[src/rtl/muu_muarbiter.sv]
// muu_muarbiter: packet-atomic round-robin merge of N user streams into one tagged stream
module muu_muarbiter #(
    parameter int DATA_SIZE = 16,
    parameter int USER_BITS = 3
) (
    input  logic                                   clk,
    input  logic                                   rst,
    input  logic [(2**USER_BITS)-1:0]              s_axis_tvalid,
    output logic [(2**USER_BITS)-1:0]              s_axis_tready,
    input  logic [(2**USER_BITS)*DATA_SIZE-1:0]    s_axis_tdata,
    input  logic [(2**USER_BITS)-1:0]              s_axis_tlast,
    output logic                                   m_axis_tvalid,
    input  logic                                   m_axis_tready,
    output logic [DATA_SIZE-1:0]                   m_axis_tdata,
    output logic                                   m_axis_tlast,
    output logic [USER_BITS-1:0]                   m_axis_tusersel
);
    localparam int N = 2**USER_BITS;

    typedef enum logic {IDLE, LOCKED} state_t;

    state_t               state;
    logic [USER_BITS-1:0] ptr;
    logic [USER_BITS-1:0] g;
    logic [USER_BITS-1:0] nxt;
    logic                 found;
    logic                 accept;

    // round-robin search from ptr; scanning backwards leaves the first hit in nxt
    always_comb begin
        logic [USER_BITS-1:0] idx;
        idx   = '0;
        nxt   = ptr;
        found = 1'b0;
        for (int k = N - 1; k >= 0; k--) begin
            idx = ptr + USER_BITS'(k);
            if (s_axis_tvalid[idx]) begin
                nxt   = idx;
                found = 1'b1;
            end
        end
    end

    // only the granted queue may be accepted, and only when the output slot frees up
    assign s_axis_tready = (state == LOCKED && (!m_axis_tvalid || m_axis_tready)) ? (N'(1) << g) : '0;
    assign accept        = s_axis_tvalid[g] & s_axis_tready[g];

    // arbitration: grant in IDLE, hold the grant until the packet's last beat is taken
    always_ff @(posedge clk or negedge rst) begin
        if (!rst) begin
            state <= IDLE;
            ptr   <= '0;
            g     <= '0;
        end else if (state == IDLE) begin
            if (found) begin
                g     <= nxt;
                state <= LOCKED;
            end
        end else if (accept && s_axis_tlast[g]) begin
            ptr   <= g + USER_BITS'(1);
            state <= IDLE;
        end
    end

    // output register: load on accept, hold under backpressure, clear once drained
    always_ff @(posedge clk or negedge rst) begin
        if (!rst) begin
            m_axis_tvalid   <= 1'b0;
            m_axis_tdata    <= '0;
            m_axis_tlast    <= 1'b0;
            m_axis_tusersel <= '0;
        end else if (accept) begin
            m_axis_tvalid   <= 1'b1;
            m_axis_tdata    <= s_axis_tdata[DATA_SIZE*g +: DATA_SIZE];
            m_axis_tlast    <= s_axis_tlast[g];
            m_axis_tusersel <= g;
        end else if (m_axis_tready) begin
            m_axis_tvalid   <= 1'b0;
        end
    end
endmodule

[config.mk]
export PLATFORM = sky130hd
export DESIGN_NAME = muu_muarbiter
export DESIGN_NICKNAME = d
export VERILOG_FILES = /design/src/rtl/muu_muarbiter.sv
export SDC_FILE = /design/constraint.sdc
export NUM_CORES = 1
export LEC_CHECK = 0
export CORE_UTILIZATION = 40
export CTS_CLUSTER_SIZE = 16
export DETAILED_ROUTE_END_ITERATION = 12
export HOLD_SLACK_MARGIN = 0.06
export PLACE_DENSITY = 0.83
export SYNTH_ARGS = -nofsm -noshare
export SYNTH_HDL_FRONTEND = slang
export SYNTH_SLANG_ARGS = --single-unit
[constraint.sdc]
create_clock -name clk -period 3.3 [get_ports clk]
set_input_delay 0.33 -clock clk [delete_from_list [all_inputs] [get_ports clk]]
set_output_delay 0.33 -clock clk [all_outputs]
set_load 0.02 [all_outputs]
==> results of run 1 <==
[final cells by class]
cell class | count | area, um^2
inverter | 10 | 37.54
timing repair buffer | 187 | 1854
clock buffer | 3 | 41.29
multi-input combinational | 241 | 2266
tap | 99 | 123.9
fill | 546 | 2354
sequential | 28 | 701.9
clock inverter | 1 | 30.03
[stage by stage]
stage	hold slack (ns)	area [um^2]
floorplan	0.03441	3143
global placement	0.4761	4984
detailed placement	0.4741	4984
CTS	0.4336	5055
global route	0.4690	5055
finish	0.4246	5055
[cells in the final DEF, fill, tap and decap left out, types with 2 or more instances in the layout]
master,instances
xnor2_1,2
clkdlybuf4s50_1,175
a221oi_1,2
nor2_1,18
o21ai_0,4
mux2i_1,14
o22ai_1,3
mux2_2,8
clkbuf_8,3
nor3_1,2
mux4_2,42
a221o_1,2
nand3_1,11
nor4_1,2
a22oi_1,2
and3_1,10
o31ai_1,2
a21o_1,3
inv_1,9
a31oi_1,20
a2111oi_0,2
dfrtp_1,27
a21oi_1,8
and2_1,3
ha_1,8
mux4_1,2
buf_4,11
nor2b_1,4
nand2_1,47
[worst paths after layout]
kind,from,end,cells past startpoint
worst min-delay path,rst,ptr[1],2
max in group asynchronous,rst,g[0],2
min in group clk,m_axis_tlast,m_axis_tlast,1
worst max-delay path,ptr[0],g[0],8
worst max register to register,ptr[0],g[0],8
worst min register to register,m_axis_tlast,m_axis_tlast,1
[power groups by stage]
stage | registers (mW) | logic, mW | clock network (mW)
6_report | 0.667 | 3.43 | 0.273
3_5_place_dp | 0.669 | 3.40 | 0
5_1_grt | 0.690 | 3.70 | 0.294
3_3_place_gp | 0.662 | 3.37 | 0
4_1_cts | 0.663 | 3.42 | 0.279
2_1_floorplan | 0.780 | 2.22 | 0
[kinds of logic (layout without fill, tap and decap cells)]
family                   count (synthesis)  count (layout)  synth area share, %
AND/OR/NAND/NOR                        106             106                15.88
multiplexers                            67              67                39.57
AO/OA/AOI/OAI                           58              58                12.90
buffers and inverters                   37             201                5.613
flip-flops                              28              28                22.29
adder cells (fa/ha/maj)                  8               8                3.185
XOR/XNOR                                 2               2               0.5574
[state kept, by name, summed over array words and instances, names as in the netlist]
name and count:
state 1, g 3, m_axis_tdata 16, ptr 3, m_axis_tvalid 1, m_axis_tlast 1
m_axis_tusersel 3
[metal layers]
layer | GRT usage, % | wire, um | vias to the layer above
li1 | - | - | 1521
met5 | 0 | 0 | -
met4 | 7.527 | 259 | 0
met2 | 51.45 | 6060 | 181
met1 | 32.65 | 4039 | 1631
met3 | 7.323 | 1021 | 22
==> impl_results.md, run 1 <==
- Status: complete, no violations
- FF-to-FF setup slack: 0.41 ns
- Worst Path Required: 3.50 ns
- DR WL/cell: 20.00 um
- IO buf count: 175
- DR DRC count: 0
- Nets: 626
- Post-DP HPWL: 9.263 mm
- Sequential Power Share: 15.3%
- CTS tree: yes
- Core box area: 7408 um^2
- CTS Buf Count: 3
- Post-synthesis sequential area ratio: 22.29%
- DR vias: 3355
- Setup total negative slack: 0 ns
- Initial Util: 42.43%
- Layout cells sized above 1: 15.32%
- Pre-CTS setup slack: 0.4310 ns
- Pre-antenna DRT Iters: 7
- Reg clk slew, reported paths: 0.10 ns
- Cell accounting for the most synthesized area: mux4_2
- Slew HR: 57.03%
- Yosys reg bits: 28
- ANT nets after route: 0
- Crit-path cells: inv_1 -> ha_1 -> mux2i_1 -> and3_1 -> nor4_2 -> a2111oi_1 -> or4_1 -> a31oi_1
- Crit end category: flop
- Worst slew pin tran: 0.6445 ns
- CTS max path bufs: 2
- Resize count post-CTS: 0
- Io pins: 176
- Cells after DPL: 565
- CTS Hold Bufs: 0
- Cell variety after synth: 52
- Clock skew: 0.008079 ns
- Final Max Tran Viols: 0
- Crit path kind: flop to flop
- H-tree depth: 1
- Max cap viols: 0
- Post-synth EDFFs: 0
- Worst Path Max Fanout: 16
- Die W: 90.64 um
- Average size of a mapped cell: 10.27 um^2
- RSZ-0062 raised after global routing: false
- Sw Share: 46.13%
- Most numerous cell in the Yosys netlist: nand2_1
- Sink Count: 28
- Mapped cell area: 3143 um^2
- Area Growth Syn to Fin: 60.83%
- Synth Instances: 306
- Site Rows: 31
- Clock latency on the worst-skew pair: 0.28 ns
- Post-synth top flop: dfrtp_1
- Synth area leaders: mux4_2, dfrtp_1, nand2_1
- Final setup viols: 0
- Fmax: 346.5 MHz
- Initial antenna violation count: 0
- Final Worst Setup Slack: 0.4136 ns
- Commonest cells post-synth: nand2_1, mux4_2, dfrtp_1
- Ys async rst share: 100.0%
- Largest delay share family, worst path: simple AND/OR/NAND/NOR gates
- Clock Power Share: 6.3%
- Fin crit period: 2.886 ns
- Root buffer cell: clkbuf_8
- Startpoint Class: flop
- RD Place Congestion: 0.9199
- Post-CTS setup buffers: 0
- Antenna Cells: 0
- CP max-delay cell: ha_1
- Final wirelength: 11.38 mm
- Leak: 1.966 nW
- Die Area: 8216 um^2
- CP max stage delay: 0.69 ns
- Util after Layout: 68.23%
- Synth top area share: 30.10%
- Comb power frac: 78.5%
- Synth Net Count: 461
- YS warnings: 0
- WP buf/inv: 1
- Max VDD drop: 382.0 uV
- Int Power: 2.352 mW
- Global-route wire length before repair: 18.07 mm
- Sw Pwr: 2.014 mW
- Die Y: 90.64 um
- Vias per cell: 5.896
- Post-route clock period utilization: 87.47%
- PwrDens: 863.8 nW/um^2
- Starting DRT DRC Count: 138
- Fin cells: 569
- Gr ovfl total: 0
- Arrival @ worst endpoint: 3.08 ns
- Vias in the first global route: 3516
- GRT Total Usage: 28.28%
- Worst min-delay path class: input port to asynchronous set/reset pin
- Largest net degree at the start of global routing: 37
- Total power: 4.367 mW
- Final Hold Vio Count: 0
(Power assumes the default switching activity.)
==> run 2: changes to the inputs <==
--- a/config.mk
+++ b/config.mk
@@ -6,7 +6,6 @@
 export NUM_CORES = 1
 export LEC_CHECK = 0
 export CORE_UTILIZATION = 40
-export CTS_CLUSTER_SIZE = 16
 export DETAILED_ROUTE_END_ITERATION = 12
 export HOLD_SLACK_MARGIN = 0.06
 export PLACE_DENSITY = 0.83
==> results of run 2 <==
Same layout as run 1: the final DEF is identical, and so are final timing and power.
==> run 3: changes to the inputs <==
--- a/config.mk
+++ b/config.mk
@@ -5,10 +5,11 @@
 export SDC_FILE = /design/constraint.sdc
 export NUM_CORES = 1
 export LEC_CHECK = 0
-export CORE_UTILIZATION = 40
+export ABC_AREA = 1
+export CORE_UTILIZATION = 36
 export DETAILED_ROUTE_END_ITERATION = 12
 export HOLD_SLACK_MARGIN = 0.06
-export PLACE_DENSITY = 0.83
+export PLACE_DENSITY = 0.79
 export SYNTH_ARGS = -nofsm -noshare
 export SYNTH_HDL_FRONTEND = slang
 export SYNTH_SLANG_ARGS = --single-unit
==> constraint.sdc (replaced) <==
create_clock -name clk -period 2.5 [get_ports clk]
set_input_delay 0.25 -clock clk [delete_from_list [all_inputs] [get_ports clk]]
set_output_delay 0.25 -clock clk [all_outputs]
set_load 0.02 [all_outputs]
==> run 3 against run 2 <==
First-iteration DRC count is 1.4% higher. Clock skew hardly changed. Register-to-register slack worse by 0.10 ns. Die area is 9.4% higher. Hold slack worse by 0.067 ns. Combinational power is 43% higher. Sequential share of layout area is 0.21 points higher. Via count is 19% higher. Flip-flop and latch count stayed put. Power is 41% higher. Final cell count is 31% higher. Setup slack worse by 0.25 ns.
==> impl_results.md, run 3 <==
- Final Worst Setup Slack: 0.1673 ns (-0.2462 ns)
- Io pins: 176 (unchanged)
- Clock latency on the worst-skew pair: 0.27 ns (about the same)
- DR WL/cell: 16.43 um (-18%)
- Starting DRT DRC Count: 140 (+1.4%)
- Most frequent cells in the layout: clkdlybuf4s50_1, nand2_1, nor2_1
- Reg2Reg Depth: 14 (+6)
- CP most frequent cell: inv_1
- Critical Path Stages: 5 (-3)
- Resize count post-CTS: 0 (unchanged)
- Leak: 2.135 nW (+8.6%)
- Die Y: 94.79 um (+4.6%)
- Post-synth top flop: dfrtp_1
- Pre-antenna DRT Iters: 4 (-3)
- Crit end category: primary output
- Cell accounting for the most synthesized area: dfrtp_1
- Total power: 6.158 mW (+41%)
- Crit-path cells: inv_1 -> ha_1 -> inv_1 -> nor3_2 -> clkdlybuf4s50_1
- Sink Count: 28 (unchanged)
- Design area: 4979 um^2 (-1.5%)
- Setup total negative slack: 0 ns (unchanged)
- GRT Total Usage: 27.60% (-0.68 points)
- Final setup viols: 0 (unchanged)
- Vias per cell: 5.374 (-8.9%)
- CP max stage delay: 0.65 ns (-0.04 ns)
- RR Endpoint: g[0]
- Global-route wire length before repair: 19.21 mm (+6.3%)
- Reg clk slew, reported paths: 0.10 ns (about the same)
- YS warnings: 0 (unchanged)
- IO buf count: 175 (unchanged)
- Cell variety after synth: 28 (-46%)
- CP max-delay cell: clkdlybuf4s50_1
- Worst Path Max Fanout: 9 (-7)
- Site Rows: 33 (+6.5%)
- Synth top area share: 22.61% (-7.5 points)
- Final Hold Vio Count: 0 (unchanged)
- Post-place instance area: 4907 um^2 (-1.5%)
- Initial Util: 37.53% (-4.9 points)
- Yosys reg bits: 28 (unchanged)
- Worst r2r src: ptr[1]
- Die W: 94.79 um (+4.6%)
- Final wirelength: 12.22 mm (+7.4%)
- CTS Hold Bufs: 0 (unchanged)
- Ys async rst share: 100.0% (unchanged)
- Nets: 795 (+27%)
- DR DRC count: 0 (unchanged)
- Crit path kind: flop to primary output
- Largest net degree at the start of global routing: 71 (+92%)
- Final hold slack: 0.3576 ns (-0.06708 ns)
- Worst slew pin tran: 0.6930 ns (+0.04847 ns)
- Fmax: 428.7 MHz
- Most numerous cell in the Yosys netlist: nand2_1
- Arrival @ worst endpoint: 2.08 ns (-1.00 ns)
- Max cap viols: 0 (unchanged)
- Post-synthesis sequential area ratio: 22.61% (+0.31 points)
- Pre-CTS setup slack: 0.3162 ns (-0.1148 ns)
- Average size of a mapped cell: 6.457 um^2 (-37%)
- RD Place Congestion: 0.9477 (+3.0%)
- Layout cells sized above 1: 11.42% (-3.9 points)
- Slew HR: 53.80% (-3.2 points)
- Antenna Cells: 0 (unchanged)
- H-tree depth: 1 (unchanged)
- Post-DP HPWL: 9.809 mm (+5.9%)
- Fin crit period: 2.333 ns
- Most common cell after layout, fill and taps aside: clkdlybuf4s50_1
- Clock skew: 0.008207 ns (+0.0001285 ns)
- Area Growth Syn to Fin: 60.64%
- Synth Net Count: 635 (+38%)
- Startpoint Class: flop
- Die Area: 8984 um^2 (+9.4%)
- Worst Path Required: 2.25 ns (-1.25 ns)
- Max reg flops: 16 (unchanged)
- CTS tree: yes
- Gr ovfl total: 0 (unchanged)
- Max VDD drop: 508.6 uV (+33%)
- Post-synth EDFFs: 0 (unchanged)
- Synth Instances: 480 (+57%)
- PwrDens: 1237 nW/um^2 (+43%)
- Vias in the first global route: 3972 (+13%)
- CTS Buf Count: 3 (unchanged)
- CTS max path bufs: 2 (unchanged)
- Root buffer cell: clkbuf_8
- DR vias: 3998 (+19%)
- Mapped cell area: 3099 um^2 (-1.4%)
- Status: complete, no violations
- Commonest cells post-synth: nand2_1, nor2_1, o21ai_0
- Largest Register: m_axis_tdata
- WP buf/inv: 3 (+2)
- ANT nets after route: 0 (unchanged)
- Core box area: 8258 um^2 (+11%)
- RSZ-0062 raised after global routing: false
- Post-route clock period utilization: 93.31%
- FF-to-FF setup slack: 0.31 ns (-0.10 ns)
- Largest delay share family, worst path: buffers and inverters
- Worst min-delay path class: input port to asynchronous set/reset pin
- Initial antenna violation count: 0 (unchanged)
- Final Max Tran Viols: 0 (unchanged)
- Post-CTS setup buffers: 0 (unchanged)
- Synth area leaders: dfrtp_1, nand2_1, o21ai_0
## run 3: cell count changes after synthesis, moves of 12 or more
cell      before  now
clkbuf_1       9   21
mux2i_1       14    0
nand3_1       11   58
a31oi_1       20    0
o221ai_1       1   32
nor2_1        18   72
nand2_1       47   99
mux4_2        42    0
o21ai_0        4   64
nand3_2        0   17
## run 3: logic make-up after synthesis
group | synth area share [%]
flip-flops | 22.61
adder cells (fa/ha/maj) | 3.230
XOR/XNOR | 1.131
buffers and inverters | 9.164
AO/OA/AOI/OAI | 22.49
AND/OR/NAND/NOR | 41.38
## run 3: metal layers
layer  wire length (um)  track usage, %
met1               4756           31.79
met2               5924           47.30
met3                995           7.407
met4                548           12.88
met5                  0               0
## run 3: how the worst max path moves through the flow
stage,from,end,slack [ns]
after floorplan,g[0],m_axis_tdata[0],0.09
final,g[1],s_axis_tready[5],0.17
after CTS,g[1],s_axis_tready[4],0.15
after detailed placement,m_axis_tready,m_axis_tusersel[1],0.32
after global placement,ptr[1],g[0],0.28
after global routing,g[1],s_axis_tready[4],0.02
## run 3: power by group
group	switching, mW	internal [mW]
clock	0.140	0.214
combinational	3.05	1.84
sequential	0.218	0.692
## run 3: area by class of cell
| type | instances | area [um^2] |
|---|---|---|
| sequential | 28 | 701.9 |
| timing repair buffer | 188 | 1849 |
| fill | 763 | 3279 |
| clock inverter | 1 | 30.03 |
| clock buffer | 3 | 41.29 |
| multi-input combinational | 391 | 2115 |
| tap | 105 | 131.4 |
| inverter | 28 | 110.1 |
## run 3: per-stage QoR
step	utilization (%)	std cells
after detailed placement	59.42	740
after global routing	60.29	744
after global placement	59.42	740
after CTS	60.29	744
after floorplan	-	480
final	60.29	744
==> RTL change 1 (config.mk and constraints of run 3) <==
The parameter `USER_BITS` goes from 3 to 2.
--- a/src/rtl/muu_muarbiter.sv
+++ b/src/rtl/muu_muarbiter.sv
@@ -1,7 +1,7 @@
 // muu_muarbiter: packet-atomic round-robin merge of N user streams into one tagged stream
 module muu_muarbiter #(
     parameter int DATA_SIZE = 16,
-    parameter int USER_BITS = 3
+    parameter int USER_BITS = 2
 ) (
     input  logic                                   clk,
     input  logic                                   rst,
Interface: changed (5 resized); port bits go from 176 to 99. The function was not compared with the original's and may differ.
==> RTL change 1 against run 3 <==
Area after synthesis is 40% lower; routed wire length is 55% lower; count of clock-buffer cells in the layout is 1 higher; cell area is 42% lower; sequential cell count is 3 lower; power is 47% lower; first-iteration DRC count is 40% lower; worst setup slack better by 0.13 ns; critical path depth stayed put; critical path type unchanged; largest cell class unchanged.
==> RTL change 1: results (changes against run 3) <==
The flow ran to the end, and the final reports show no timing, DRC or antenna violations. Share of the synthesized area in compound gates (AO/OA/AOI/OAI): 0.173 (-0.0518). The post-CTS repair timing setup buffer count came out at 0 (unchanged). The depth of the most critical reg-to-reg path was 10 (-4). The clock slew seen by the registers of the worst setup and hold paths is 0.08 ns (-0.02 ns). The run gives 41 (-42%) as the pin count of the biggest net entering global routing. For the maximum clock skew at final layout, the log shows 0.00571 ns (-0.00250 ns). The post-route non-filler standard cell count was 437 (-41%); the leakage power of the design was 1.34 nW (-37%). The run gives 2140 (-46%) as the routed via count.

The total of fill cells in the finished design was 452 (-41%); the reg2reg setup slack was 0.59 ns (+0.28 ns). The post-synth net total came out at 357 (-44%). The root buffer cell chosen for the clock tree is clkbuf_8. The sequential-to-total area share from yosys stat was 0.338 (+0.112). The mean post-synth cell area works out to 6.66 um2 (+3.1%). The run gives 0.360 ns (+0.00285 ns) as the worst hold slack.

The iteration-0 DRC count of the detailed router was 84 (-40%). The parity-gate share of the synthesized area counting xor and xnor cells is 0 (-0.0113). Overall global routing resource usage: 0.197 (-0.0789). The tools report the routability congestion estimate from global placement as 0.826 (-13%). In the synthesized netlist, the cells that appear most often are nand2_1, nor2_1, o21ai_0. The top fanout value on the critical path came out at 13 (+4).

The relative max-transition margin is 0.736 (+0.198), and the share of synthesized cell area in full adder, half adder and majority cells is 0.0270 (-0.00525). By area the synthesized netlist is led by dfrtp_1, nand2_1, o21ai_0, nor2_1, o22ai_1. The worst ir drop on vdd is 0.652 mV (+28%), and the count of input and output buffers is 98 (-44%). The net count of the finished layout came out at 450 (-43%). Final wirelength: 5490 um (-55%). The number of library cell types mapped by synthesis was 25 (-11%).

In this run the critical register-to-register path is launched from g[0]. The fraction of layout instances using a drive strength above 1 came out at 0.0730 (-0.0413). The global-route wire length before repair came out at 8250 um (-57%). The worst register-to-register path ends at ptr[1].
RTL change 1: changes by cell type in the layout (fill, tap and decap cells not counted), moves of 3 or more:
| cell | delta |
|---|---|
| clkdlybuf4s50_1 | -77 |
| nand3_1 | -45 |
| nor2_1 | -34 |
| o221ai_1 | -32 |
| o21ai_0 | -28 |
| o22ai_1 | +17 |
| nand3_2 | -14 |
| nand2_1 | -11 |
| a21oi_1 | -8 |
| inv_2 | -8 |
| buf_4 | -7 |
| nand2_2 | -7 |
| ha_1 | -4 |
| nor3_2 | -3 |
RTL change 1: how the worst max path moves through the flow:
stage	end	start	slack, ns	depth (start not counted)
2_1_floorplan	m_axis_tusersel[1]	g[1]	0.49	13
3_3_place_gp	s_axis_tready[0]	m_axis_tready	0.61	6
3_5_place_dp	s_axis_tready[3]	g[0]	0.57	5
4_1_cts	s_axis_tready[3]	g[0]	0.28	5
5_1_grt	s_axis_tready[3]	g[0]	0.19	5
6_report	s_axis_tready[2]	g[0]	0.30	5
RTL change 1: power breakdown:
group | internal [W] | switching, W | total, W
registers | 0.000607 | 0.000172 | 0.000778
logic | 0.000927 | 0.00135 | 0.00228
clock network | 0.000114 | 0.000115 | 0.000228
RTL change 1: metal layers:
| metal | up-vias | global-route usage | share of wire |
|---|---|---|---|
| met5 | - | 0 | 0 |
| met4 | 0 | 0.0278 | 0.0031 |
| met3 | 2 | 0.0439 | 0.083 |
| met2 | 85 | 0.343 | 0.47 |
| met1 | 973 | 0.255 | 0.44 |
| li1 | 1080 | - | - |
RTL change 1: stage by stage:
step	total power, W	worst slack (ns)	instance area [um2]
2_1_floorplan	0.00236	0.486	1850
3_3_place_gp	0.00300	0.612	2850
3_5_place_dp	0.00307	0.573	2850
4_1_cts	0.00331	0.278	2890
5_1_grt	0.00359	0.186	2890
6_report	0.00329	0.299	2890
RTL change 1: cell families (layout without fill, tap and decap cells):
family | Yosys count | after routing
DFF | 25 | 25
AOI/OAI and AO/OA | 59 | 59
adders and majority gates | 4 | 4
and+or+nand+nor | 153 | 153
buffers and inverters | 37 | 129
RTL change 1: cell type report:
class / instances / area share
multi-input cells: 216 / 0.355
flip-flops and latches: 25 / 0.216
well taps: 67 / 0.0290
inverters: 21 / 0.0290
repair buffers: 104 / 0.355
clock buffers: 4 / 0.0156
RTL change 1: critical path: stages, from the launching register on:
cell and delay [ns]:
dfrtp_1 0.39, inv_1 0.30, ha_1 0.21, inv_1 0.06, nor2_4 0.13, clkdlybuf4s50_1 0.61
==> RTL change 2 (config.mk and constraints of run 3) <==
Without the edit above. Make the reset (`rst`) synchronous in 2 clocked blocks.
--- a/src/rtl/muu_muarbiter.sv
+++ b/src/rtl/muu_muarbiter.sv
@@ -46,7 +46,7 @@
     assign accept        = s_axis_tvalid[g] & s_axis_tready[g];
 
     // arbitration: grant in IDLE, hold the grant until the packet's last beat is taken
-    always_ff @(posedge clk or negedge rst) begin
+    always_ff @(posedge clk) begin
         if (!rst) begin
             state <= IDLE;
             ptr   <= '0;
@@ -63,7 +63,7 @@
     end
 
     // output register: load on accept, hold under backpressure, clear once drained
-    always_ff @(posedge clk or negedge rst) begin
+    always_ff @(posedge clk) begin
         if (!rst) begin
             m_axis_tvalid   <= 1'b0;
             m_axis_tdata    <= '0;
Function: differs if rst is asserted again (counterexample within 4 cycles, from zero or initial values and one cycle with rst low); with rst held inactive, the same outputs for 10 cycles.
==> RTL change 2 against run 3 <==
Sequential cell count stayed put; routed wire length is 9.8% lower; maximum frequency is 2.9% higher; worst setup slack better by 0.066 ns; power is 21% lower; clock skew is 0.0030 ns higher; cell area is 1.4% lower; combinational power is 23% lower; area after synthesis is 2.0% lower; critical path depth stayed put; largest power group unchanged.
==> RTL change 2: results (changes against run 3) <==
The sequential-to-total area share from yosys stat was 0.185 (-0.0416); the clock slew seen by the registers of the worst setup and hold paths was 0.10 ns (about the same). The net switching share of the total power is 0.534 (-0.0198). Post-CTS repair timing setup buffer count: 0 (unchanged).

Endpoint arrival time on the critical path: 2.02 ns (-0.06 ns). The tools report the leakage power of the design as 2.14 nW (about the same). The global-route wire length before repair was 17900 um (-6.8%); the top fanout value on the critical path was 9 (unchanged). The logs give 3805 (-4.2%) for the via count of the first global-routing pass and 4091 (+2.3%) for the routed via count.

Post-route met1 wirelength: 4550 um (-4.4%). The worst ir drop on vdd was 0.481 mV (-5.4%); the post-DP HPWL was 9000 um (-8.3%). The logs give 0.256 (-0.0200) for the overall global routing resource usage and 5 (+1) for the detailed-router iteration count before antenna repair.

The logs give 32 (+14%) for the number of library cell types mapped by synthesis and 0.0112 ns (+0.00300 ns) for the maximum clock skew at final layout. Counting flops per register, the top entry is m_axis_tdata. The commonest cells after synthesis are nand2_1, nand3_1, dfxtp_1.

The worst register-to-register path has a setup slack of 0.32 ns. The insertion delay of the later-clocked pin in the worst-skew pair is 0.28 ns, and the net count of the finished layout is 841 (+5.8%). Among all flip-flop cells after synthesis, the most frequent one is dfxtp_1. The tools report the pin count of the biggest net entering global routing as 49 (-31%). Count of input and output buffers: 175 (unchanged). The accumulated negative setup slack was 0 ns (unchanged); the fraction of registers with async set or reset after synthesis was 0 (-1.00).

The total clock buffers created by CTS came out at 3 (unchanged). In this run the clock root is driven by a clkbuf_8. The run gives 2 (unchanged) as the maximum root-to-sink buffer count.

For the relative max-transition margin, the log shows 0.663 (+0.125). On the worst path, the slowest cell contributes a delay of 0.64 ns. The number of DRC violations after detailed routing was 0 (unchanged); the routability congestion estimate from global placement was 0.960 (+1.2%). The tools report the final count of negative-setup-slack endpoints as 0 (unchanged). The logs give 0 (unchanged) for the number of antenna violations at the first check in global routing and 198 (+41%) for the iteration-0 DRC count of the detailed router. The yosys synthesis warning count came out at 0 (unchanged). The fraction of layout instances using a drive strength above 1 was 0.0759 (-0.0383). Yosys attributes the largest share of cell area to nand3_1, nand2_1, dfxtp_1, ha_1, a21oi_1. The H-tree depth was 1 (unchanged); the final wirelength was 11000 um (-9.8%).

The flow ran to the end, and the final reports show no timing, DRC or antenna violations. Class of the tightest hold or removal check: flip-flop to flip-flop. The tools report the number of inserted diodes as 0 (unchanged). Among all stages on the critical path, the largest delay is contributed by clkdlybuf4s50_1. The number of cells upsized or downsized after cts was 0 (unchanged); the flip-flop count of the largest register after layout was 16 (unchanged). The wire length on met3 came out at 887 um (-11%). The highest layer touched by signal routing is met4. The routed wire length on met2 is 5350 um (-9.6%).

The post-synth net total came out at 684 (+7.7%).
RTL change 2: final timing paths:
path,startpoint,end,cells after the start
max,g[1],s_axis_tready[7],5
min,m_axis_tusersel[2],m_axis_tusersel[2],2
max reg2reg,ptr[0],g[1],12
min reg2reg,m_axis_tusersel[2],m_axis_tusersel[2],2
RTL change 2: worst max-delay path, delay by kind of cell, from the launching register on:
family,cells,cell delay (ns)
and+or+nand+nor,1,0.15
DFF,1,0.51
adders and majority gates,2,0.40
buffers and inverters,2,0.68
RTL change 2: final cells by class:
cell class	instances	area [um2]
clock buffers	3	41.3
clock inverters	1	30.0
fillers	775	3260
inverters	29	116
multi-input cells	436	2170
flip-flops and latches	28	562
well taps	105	131
repair buffers	188	1860
RTL change 2: metal layers:
metal	vias to the layer above	GRT usage
met1	1813	0.312
met3	26	0.0583
met2	171	0.441
li1	2081	-
met4	0	0.0833
met5	-	0
RTL change 2: power groups by stage:
stage          clock network (W)  logic (W)  registers (W)
2_1_floorplan                  0    0.00262       0.000810
3_3_place_gp                   0    0.00372       0.000740
3_5_place_dp                   0    0.00373       0.000742
4_1_cts                 0.000362    0.00375       0.000736
5_1_grt                 0.000378    0.00421       0.000759
6_report                0.000356    0.00375       0.000737
RTL change 2: cell families (layout without fill, tap and decap cells):
family / after synthesis / count (layout) / share of synthesized area
compound gates: 55 / 55 / 0.112
xor+xnor: 4 / 4 / 0.0177
fa+ha+maj: 8 / 8 / 0.0330
buf+inv: 65 / 221 / 0.102
flops: 28 / 28 / 0.185
simple gates: 369 / 369 / 0.551
RTL change 2: per-stage QoR:
stage | instance area, um2 | setup WS, ns | hold WS [ns] | instances | total power [W]
after floorplan | 3040 | 0.104 | 0.487 | 529 | 0.00343
after global placement | 4840 | 0.359 | 0.464 | 786 | 0.00446
after detailed placement | 4840 | 0.332 | 0.465 | 786 | 0.00448
after CTS | 4910 | 0.227 | 0.482 | 790 | 0.00484
after global routing | 4910 | 0.0987 | 0.497 | 790 | 0.00535
final | 4910 | 0.233 | 0.484 | 790 | 0.00484
